`config.mk`:
```
export PLATFORM = sky130hd
export DESIGN_NAME = fetch_unit_flat
export DESIGN_NICKNAME = d
export VERILOG_FILES = /design/src/rtl/fetch_unit_pkg.sv /design/src/rtl/fetch_unit_if.sv /design/src/rtl/fetch_hold_buf.sv /design/src/rtl/fetch_unit.sv /design/src/flat_wrapper.sv
export SDC_FILE = /design/constraint.sdc
export NUM_CORES = 1
export LEC_CHECK = 0
export ABC_AREA = 1
export BUFFER_PORTS_ARGS = -buffer_cell sky130_fd_sc_hd__buf_2
export CAP_MARGIN = 40
export CORE_UTILIZATION = 45
export DETAILED_ROUTE_END_ITERATION = 16
export PLACE_DENSITY_LB_ADDON = 0.08
export SLEW_MARGIN = 5
export SYNTH_ARGS = -nofsm -noshare
export SYNTH_HDL_FRONTEND = slang
export SYNTH_SLANG_ARGS = --single-unit
```
`constraint.sdc`:
```
create_clock -name clk -period 1.34 [get_ports clk]
set_input_delay 0.201 -clock clk [delete_from_list [all_inputs] [get_ports clk]]
set_output_delay 0.201 -clock clk [all_outputs]
set_load 0.005 [all_outputs]
```
`src/rtl/fetch_unit_pkg.sv`:
```
// Shared definitions for the instruction fetch stage: state encoding,
// opcode field position and the two-byte opcode marker.
package fetch_unit_pkg;

  typedef enum logic [1:0] {
    FETCH = 2'd0,
    HOLD  = 2'd1,
    DRAIN = 2'd2,
    VEC   = 2'd3
  } fetch_state_e;

  localparam logic [3:0] LONG_OPC_DEFAULT = 4'hC;
  localparam int         OPC_MSB          = 7;
  localparam int         OPC_LSB          = 4;

  // True when an opcode byte announces a trailing second byte.
  function automatic logic is_long_opc(input logic [7:0] opc_byte,
                                       input logic [3:0] long_opc);
    return opc_byte[OPC_MSB:OPC_LSB] == long_opc;
  endfunction

endpackage

```
`src/rtl/fetch_unit_if.sv`:
```
// Bus bundle between the fetch stage, instruction memory, decode and execute.
// master = fetch_unit side, slave = environment (memory / pipeline) side.
interface fetch_unit_if #(
  parameter int AW = 8,
  parameter int DW = 8
);
  logic          imem_req;
  logic [AW-1:0] imem_addr;
  logic          imem_valid;
  logic [DW-1:0] imem_data;
  logic          stall;
  logic          redirect;
  logic [AW-1:0] redirect_pc;
  logic [DW-1:0] ir_new;
  logic          sf1_out;
  logic          ld;
  logic [AW-1:0] pc_out;

  modport master (
    output imem_req, imem_addr, ir_new, sf1_out, ld, pc_out,
    input  imem_valid, imem_data, stall, redirect, redirect_pc
  );

  modport slave (
    input  imem_req, imem_addr, ir_new, sf1_out, ld, pc_out,
    output imem_valid, imem_data, stall, redirect, redirect_pc
  );
endinterface

```
`src/rtl/fetch_hold_buf.sv`:
```
// One-entry holding register for a fetched byte and its second-byte tag,
// used while decode stalls.
module fetch_hold_buf #(
  parameter int DW = 8
) (
  input  logic          clk,
  input  logic          rst,
  input  logic          load,
  input  logic          clear,
  input  logic [DW-1:0] load_data,
  input  logic          load_sf1,
  output logic [DW-1:0] held_data,
  output logic          held_sf1
);

  // NOTE: sequential state uses non-blocking assignments so every flop
  // samples pre-edge values regardless of process ordering.
  always_ff @(posedge clk or negedge rst) begin
    if (!rst) begin
      held_data <= '0;
      held_sf1  <= 1'b0;
    end else if (clear) begin
      held_data <= '0;
      held_sf1  <= 1'b0;
    end else if (load) begin
      held_data <= load_data;
      held_sf1  <= load_sf1;
    end
  end

endmodule

```
`src/rtl/fetch_unit.sv`:
```
// Instruction fetch stage: byte reads from imem, PC tracking, stall/redirect
// handling and second-byte tagging. Optional macro: FETCH_RESET_VECTOR_EN.
module fetch_unit
  import fetch_unit_pkg::*;
#(
  parameter int            AW       = 8,
  parameter int            DW       = 8,
  parameter logic [AW-1:0] RESET_PC = '0,
  parameter logic [3:0]    LONG_OPC = LONG_OPC_DEFAULT
) (
  input logic          clk,
  input logic          rst,
  fetch_unit_if.master bus
);

`ifdef FETCH_RESET_VECTOR_EN
  localparam fetch_state_e START_STATE = VEC;
`else
  localparam fetch_state_e START_STATE = FETCH;
`endif

  fetch_state_e  state, state_nxt;
  logic [AW-1:0] pc, pc_nxt;
  logic          req_q, req_nxt;
  logic          ld_q, ld_nxt;
  logic [DW-1:0] ir_q, ir_nxt;
  logic          sf1_q, sf1_nxt;
  logic          expect_second, expect_nxt;

  logic          hold_load, hold_clear;
  logic [DW-1:0] held_data;
  logic          held_sf1;

  logic          resp;
  logic          outstanding;
  logic          opc_long;

  assign resp        = req_q && bus.imem_valid;
  assign outstanding = req_q && !bus.imem_valid;
  assign opc_long    = is_long_opc(bus.imem_data[7:0], LONG_OPC);

  fetch_hold_buf #(.DW(DW)) u_hold (
    .clk       (clk),
    .rst       (rst),
    .load      (hold_load),
    .clear     (hold_clear),
    .load_data (bus.imem_data),
    .load_sf1  (expect_second),
    .held_data (held_data),
    .held_sf1  (held_sf1)
  );

  // NOTE: every always_comb output gets a default first, so no path
  // leaves a signal unassigned and no latch is inferred.
  always_comb begin
    state_nxt  = state;
    pc_nxt     = pc;
    ld_nxt     = 1'b0;
    ir_nxt     = ir_q;
    sf1_nxt    = sf1_q;
    expect_nxt = expect_second;
    hold_load  = 1'b0;
    hold_clear = 1'b0;

    if (bus.redirect) begin
      pc_nxt     = bus.redirect_pc;
      hold_clear = 1'b1;
      expect_nxt = 1'b0;
      if (state == DRAIN) begin
        state_nxt = bus.imem_valid ? FETCH : DRAIN;
      end else begin
        // A request already in flight cannot be withdrawn; its reply must be dropped.
        state_nxt = outstanding ? DRAIN : FETCH;
      end
    end else begin
      case (state)
        FETCH: begin
          if (resp) begin
            pc_nxt     = pc + AW'(1);
            expect_nxt = expect_second ? 1'b0 : opc_long;
            if (bus.stall) begin
              hold_load = 1'b1;
              state_nxt = HOLD;
            end else begin
              ld_nxt  = 1'b1;
              ir_nxt  = bus.imem_data;
              sf1_nxt = expect_second;
            end
          end
        end
        HOLD: begin
          if (!bus.stall) begin
            ld_nxt     = 1'b1;
            ir_nxt     = held_data;
            sf1_nxt    = held_sf1;
            hold_clear = 1'b1;
            state_nxt  = FETCH;
          end
        end
        DRAIN: begin
          if (bus.imem_valid) state_nxt = FETCH;
        end
`ifdef FETCH_RESET_VECTOR_EN
        VEC: begin
          if (resp) begin
            pc_nxt    = AW'(bus.imem_data);
            state_nxt = FETCH;
          end
        end
`endif
        default: state_nxt = FETCH;
      endcase
    end

    req_nxt = (state_nxt == FETCH) || (state_nxt == VEC);
  end

  // imem_req is registered so it reads 0 during reset and rises one cycle after release.
  always_ff @(posedge clk or negedge rst) begin
    if (!rst) begin
      state         <= START_STATE;
      pc            <= RESET_PC;
      req_q         <= 1'b0;
      ld_q          <= 1'b0;
      ir_q          <= '0;
      sf1_q         <= 1'b0;
      expect_second <= 1'b0;
    end else begin
      state         <= state_nxt;
      pc            <= pc_nxt;
      req_q         <= req_nxt;
      ld_q          <= ld_nxt;
      ir_q          <= ir_nxt;
      sf1_q         <= sf1_nxt;
      expect_second <= expect_nxt;
    end
  end

  assign bus.imem_req  = req_q;
  assign bus.imem_addr = pc;
  assign bus.ld        = ld_q;
  assign bus.ir_new    = ir_q;
  assign bus.sf1_out   = sf1_q;
  assign bus.pc_out    = pc;

endmodule

```
`src/flat_wrapper.sv`:
```
// flat-port wrapper written by rule: the top's interface ports become plain ports
module fetch_unit_flat import fetch_unit_pkg::*;
#(
  parameter int            AW       = 8,
  parameter int            DW       = 8,
  parameter logic [AW-1:0] RESET_PC = '0,
  parameter logic [3:0]    LONG_OPC = LONG_OPC_DEFAULT
)
  (clk, rst, bus_imem_req, bus_imem_addr, bus_ir_new, bus_sf1_out, bus_ld, bus_pc_out, bus_imem_valid, bus_imem_data, bus_stall, bus_redirect, bus_redirect_pc);
  fetch_unit_if #(.AW(AW), .DW(DW)) bus_i ();
  input logic clk;
  input logic rst;
  output wire logic [$bits(bus_i.imem_req)-1:0] bus_imem_req;
  output wire logic [$bits(bus_i.imem_addr)-1:0] bus_imem_addr;
  output wire logic [$bits(bus_i.ir_new)-1:0] bus_ir_new;
  output wire logic [$bits(bus_i.sf1_out)-1:0] bus_sf1_out;
  output wire logic [$bits(bus_i.ld)-1:0] bus_ld;
  output wire logic [$bits(bus_i.pc_out)-1:0] bus_pc_out;
  input wire logic [$bits(bus_i.imem_valid)-1:0] bus_imem_valid;
  input wire logic [$bits(bus_i.imem_data)-1:0] bus_imem_data;
  input wire logic [$bits(bus_i.stall)-1:0] bus_stall;
  input wire logic [$bits(bus_i.redirect)-1:0] bus_redirect;
  input wire logic [$bits(bus_i.redirect_pc)-1:0] bus_redirect_pc;
  assign bus_imem_req = bus_i.imem_req;
  assign bus_imem_addr = bus_i.imem_addr;
  assign bus_ir_new = bus_i.ir_new;
  assign bus_sf1_out = bus_i.sf1_out;
  assign bus_ld = bus_i.ld;
  assign bus_pc_out = bus_i.pc_out;
  assign bus_i.imem_valid = bus_imem_valid;
  assign bus_i.imem_data = bus_imem_data;
  assign bus_i.stall = bus_stall;
  assign bus_i.redirect = bus_redirect;
  assign bus_i.redirect_pc = bus_redirect_pc;
  fetch_unit #(.AW(AW), .DW(DW), .RESET_PC(RESET_PC), .LONG_OPC(LONG_OPC)) u_core (.clk(clk), .rst(rst), .bus(bus_i));
endmodule
```
==> run metrics, run 1 <==
outcome=complete, no violations; Final Setup Violations=0; worst hold slack=140 ps; die width=between 60 and 70 um; critical path's slowest cell=dfrtp_1; first-pass GRT wire length=a little under 7 mm; Die Footprint=around 0.0041 sq mm; post-placement cell area=about 0.002 sq mm; cell repeated most along the worst path=nand2_1; Final HPWL DP=around 2.8 mm; die height=64.3 um; Routed Antenna Nets=0; Routed WL=about 4.0 mm; Cell Area, Synth=roughly 0.0017 sq mm; crit-path max FO=9; DRC viols=0; sequential share of the synthesized area=about 44%; Final Skew=5.12 ps; overall global routing resource usage=21.4%; Synth Area in Compound Gates=3.15%; post-synth net total=~250; DRC violation total after the first TritonRoute iteration=between 100 and 150; number of top-level pins=48; clock power share=between 20 and 30%; Longest Clk Path Bufs=2; n_diodes=0; Peak VDD IR=between 0.6 and 0.7 mV; worst hold start=bus_imem_valid; slew at the pin closest to its max-slew limit=283 ps; initial antenna violation count=0; power density over the cells=approximately 1200 mW/mm^2; net switching power=775 uW; fin nets=303; number of detailed-route iterations in the first pass=4; Final Hold Fails=0; share of layout cells above drive strength 1=between 20% and 30%; vias in the first global route=around 1500; Tmin final=around 1300 ps; latest clock arrival within the worst-skew pair=approximately 280 ps; multiplexer area fraction after synthesis=0%; core area=roughly 0.0037 sq mm; largest net degree at the start of global routing=32; RSZ-0062 raised after global routing=no; largest stage delay on the critical path=~430 ps; hold crit path type=input pin to register; Layout area overhead=21.1%; Post-Syn Area per Cell=around 7.6 sq um; GR Overflow Total=0; Final period util=93.5%; Reg power frac=between 40% and 50%; Int Power=1.70 mW; Sw Share=a little under a third; final setup margin=between 80 and 90 ps; hold path depth=2; Design Area, Final=approximately 0.0021 sq mm; vias per inst=roughly 5; crit end category=register; # H-tree levels=2; XOR/XNOR Fraction of Synth Area=0%; CP cell instances=inv_4, nand3_1, a21oi_4, clkbuf_2, nand2_1, nand2_1; gpl congestion=about 0.84; CTS sink count=31; via count=1622; Critical Path RT=around 1600 ps; Rel. slew slack=81.0%; cells after synthesis=231; CTS tree=done; Post-Synth Adder-Cell Area=less than 1%; R2R depth=6; cts bufs inserted=5; Max-cap violations=0; Max Clk Rate=0.798 GHz; root buffer cell=clkbuf_8; combinational family with the most area after synthesis=simple AND/OR/NAND/NOR gates; Synth cell types=24; type of the worst setup path=register to register; Routed WL per cell=12.2 um; Buffers on Ports=47; Sum Neg Setup Slack=0 ps; clock-pin slew on the worst setup and hold paths=~60 ps; Comb pwr share=about 25%; Worst setup SP type=register; Crit. Startpoint=u_core.state[1]; synthesized flop and latch total=31; dpl ws=86.9 ps; Critical Path AT=between 1000 and 1500 ps; Rows=22; initial core utilization=47.4%; total leakage power=1.21 nW; YS warnings=0; Final Max Slew Viols=0; reg-to-reg startpoint=u_core.state[1]; Synth Area in Simple Gates=42.0%
power by group through the flow:
stage / combinational, mW / sequential (mW) / clock [mW]
final: 0.607 / 1.18 / 0.684
after detailed placement: 0.599 / 1.20 / 0
after global routing: 0.691 / 1.20 / 0.755
after floorplan: 0.362 / 1.19 / 0
after CTS: 0.603 / 1.18 / 0.704
after global placement: 0.596 / 1.19 / 0
final timing paths:
check                                                to  slack (ps)
worst max-delay path               u_core.bus.ir_new[7]          90
worst min-delay path                    u_core.state[1]         140
worst max register to register     u_core.bus.ir_new[7]          90
worst min register to register       u_core.bus.sf1_out         460
max in group asynchronous               u_core.state[0]         760
min in group asynchronous       u_core.bus.imem_addr[7]         410
cell usage after synthesis, drive strengths merged:
cell | n | area share [%]
dfrtp | 31 | 44
inv | 15 | 3.4
ha | 1 | 0.72
clkbuf | 1 | 0.21
a21oi | 3 | 1.7
buf | 14 | 6.2
nand2 | 104 | 23
nand4 | 10 | 3.6
nand3 | 38 | 12
o21bai | 2 | 0.86
nor2 | 10 | 3.5
o21ai | 2 | 0.57
registers in the layout, indices dropped and copies added, names as in the netlist:
signal and cells:
u_core.bus.imem_addr 8, u_core.bus.ir_new 8, u_core.u_hold.held_data 8, u_core.state 2, u_core.bus.imem_req 1, u_core.bus.ld 1, u_core.bus.sf1_out 1, u_core.expect_second 1
u_core.u_hold.held_sf1 1
worst max-delay path: cells and delay by family (launching register included):
| family | cells | cell delay [ps] |
|---|---|---|
| DFF | 1 | 430 |
| and+or+nand+nor | 3 | 280 |
| AOI/OAI and AO/OA | 1 | 180 |
| buffers and inverters | 2 | 300 |
layout make-up:
cell class	instances	area, sq um
Clock inverter	1	5.00
Tap cell	48	60.1
Inverter	15	61.3
Timing Repair Buffer	58	330
Fill cell	400	1570
Multi-Input combinational cell	170	807
Sequential cell	31	777
Clock buffer	7	76.3
cell families (layout without fill, tap and decap cells):
kind of cell / Yosys count / after routing
AOI/OAI and AO/OA: 7 / 7
adders and majority gates: 1 / 1
buffers and inverters: 30 / 81
DFF: 31 / 31
and+or+nand+nor: 162 / 162
per-stage QoR:
step / utilization [%] / cells / power (mW)
finish: 57.4 / 330 / 2.47
detailed placement: 54.1 / 318 / 1.80
global route: 57.4 / 330 / 2.65
CTS: 56.6 / 327 / 2.49
global placement: 54.1 / 318 / 1.79
floorplan: - / 231 / 1.56
metal layers:
layer | share of wire, % | global-route usage, %
met5 | 0 | 0
met1 | 52 | 31.7
met3 | 4.9 | 5.00
met4 | 1.0 | 5.83
met2 | 42 | 30.8
layout by cell type, fill, tap and decap left out, drive strengths merged:
master       instances
nand2              104
o21bai               2
inv                 15
buf                 56
nor2                10
nand3               38
dfrtp               31
clkbuf               8
ha                   1
a21oi                3
o21ai                2
clkinv               1
dlygate4sd3          1
nand4               10
what timing repair did:
| item | CTS | global route |
|---|---|---|
| endpoints found under the setup margin | 0 | 6 |
| gates resized for setup | 0 | 3 |
| setup buffers | 0 | 3 |
| hold buffers | 1 | 0 |
| hold endpoints to repair | 31 | 0 |
No activity file was read; power rests on OpenSTA's default activity.
==> run 2, diff against run 1 <==
- BUFFER_PORTS_ARGS: -buffer_cell sky130_fd_sc_hd__buf_2 -> -buffer_cell sky130_fd_sc_hd__buf_4
==> run metrics, run 2 (synthesis results as in run 1) <==
outcome=complete, no violations; Worst setup SP type=register; final core utilization=60.4% (+3.0 points); CTS tree=done; clock-pin slew on the worst setup and hold paths=60 ps (about the same); final setup margin=53.8 ps (-33.6 ps); vias per inst=4.96 (+0.98%); Peak VDD IR=0.646 mV (+3.3%); Final Hold Fails=0 (unchanged); via count=1623 (+0.062%); R2R depth=5 (-1); overall global routing resource usage=21.1% (-0.24 points); commonest non-fill, non-tap cells in the layout=nand2_1, buf_4, nand3_1; Final Setup Violations=0 (unchanged); # H-tree levels=2 (unchanged); most common cell after layout, fill and taps aside=nand2_1; dpl ws=62.8 ps (-24.1 ps); GR Overflow Total=0 (unchanged); initial core utilization=47.4% (unchanged); reg-to-reg startpoint=u_core.state[0]; first-pass GRT wire length=6.56 mm (-3.0%); Max Clk Rate=0.777 GHz (-2.6%); power density over the cells=1170 mW/mm^2 (+0.23%); Sum Neg Setup Slack=0 ps (unchanged); r2r endpoint=u_core.bus.imem_addr[0]; Final Max Slew Viols=0 (unchanged); DRC violation total after the first TritonRoute iteration=92 (-12%); total leakage power=1.22 nW (+0.76%); fin nets=300 (-0.99%); Final period util=96.0% (+2.5 points); Critical Path End=u_core.bus.imem_addr[0]; Routed WL per cell=13.0 um (+7.3%); crit-path max FO=7 (-2); Die Footprint=0.00414 sq mm (unchanged); post-placement cell area=0.00209 sq mm (+4.5%); RSZ-0062 raised after global routing=no; Crit. Startpoint=u_core.state[0]; n_diodes=0 (unchanged); Routed Antenna Nets=0 (unchanged); root buffer cell=clkbuf_8; hold crit path type=input pin to register; Pwr Total=2.61 mW (+5.4%); Tmin final=1290 ps (+33.6 ps); Critical Path AT=1510 ps (+40 ps); Design Area, Final=0.00223 sq mm (+5.2%); Longest Clk Path Bufs=2 (unchanged); latest clock arrival within the worst-skew pair=290 ps (about the same); type of the worst setup path=register to register; reg-to-reg setup timing slack=50 ps (-30 ps); Max-cap violations=0 (unchanged); Critical Path RT=1570 ps (about the same); CTS sink count=31 (unchanged); DRC viols=0 (unchanged); largest net degree at the start of global routing=32 (unchanged); die width=64.3 um (unchanged); crit end category=register; Rows=22 (unchanged); Routed WL=4.27 mm (+6.3%); cts bufs inserted=5 (unchanged); Layout area overhead=27.4%; initial antenna violation count=0 (unchanged); vias in the first global route=1379 (-5.9%); die height=64.3 um (unchanged); number of top-level pins=48 (unchanged); Final HPWL DP=2.92 mm (+2.5%); number of detailed-route iterations in the first pass=4 (unchanged); Rel. slew slack=72.7% (-8.3 points); share of layout cells above drive strength 1=27.6% (+0.29 points); slew at the pin closest to its max-slew limit=409 ps (+126 ps); gpl congestion=0.794 (-5.4%); core area=0.00369 sq mm (unchanged); Final Skew=4.11 ps (-1.01 ps); Buffers on Ports=47 (unchanged)
run 2: cell types whose count changed in the layout (fill, tap and decap cells not counted), sizes merged:
cell and change:
buf -4, a21oi +1, clkbuf -1, nor2 +1
run 2: worst min path at each step:
stage	slack, ps	endpoint	from	depth (start not counted)
after detailed placement	160	u_core.bus.imem_addr[7]	rst	1
final	110	u_core.state[1]	bus_imem_valid	2
after floorplan	-90	u_core.bus.imem_addr[0]	rst	0
after global placement	160	u_core.bus.imem_addr[5]	rst	1
after CTS	100	u_core.state[1]	bus_imem_valid	2
after global routing	120	u_core.state[1]	bus_imem_valid	2
run 2: worst max-delay path, stage by stage (launching register included):
cell     delay, ps
dfrtp_2        470
nor2_4         190
nand2_4        130
nor2_4         250
nand2_1         90
nand3_1         90
run 2: per-layer routing:
metal / share of wire (%) / track usage, % / routed length [um]
met3: 4.6 / 6.25 / 197
met1: 51 / 30.8 / 2160
met5: 0 / 0 / 0
met2: 43 / 29.6 / 1850
met4: 1.3 / 6.67 / 57
run 2: report_power, final:
group / leakage, nW / switching (mW) / internal [mW]
Clock: 0.0422 / 0.343 / 0.364
Sequential: 0.399 / 0.124 / 1.07
Combinational: 0.775 / 0.354 / 0.353
run 2: what timing repair did:
item | CTS | global route
hold endpoints to repair | 31 | 0
buffers inserted | 0 | 0
gates resized for setup | 0 | 7
hold buffers | 1 | 0
setup endpoints to repair | 0 | 19
run 2: area by class of cell:
class / instances / area (sq um)
clock buffer: 7 / 76.3
clock inverter: 1 / 5.00
fill: 366 / 1460
inverter: 15 / 61.3
multi-input combinational: 172 / 847
sequential: 31 / 777
tap: 48 / 60.1
timing repair buffer: 53 / 400
run 2: through the flow:
step                      hold WS, ps  cells
after floorplan                 -94.6    231
after global placement            161    316
after detailed placement          157    316
after CTS                        98.1    325
after global routing              118    327
final                             111    327
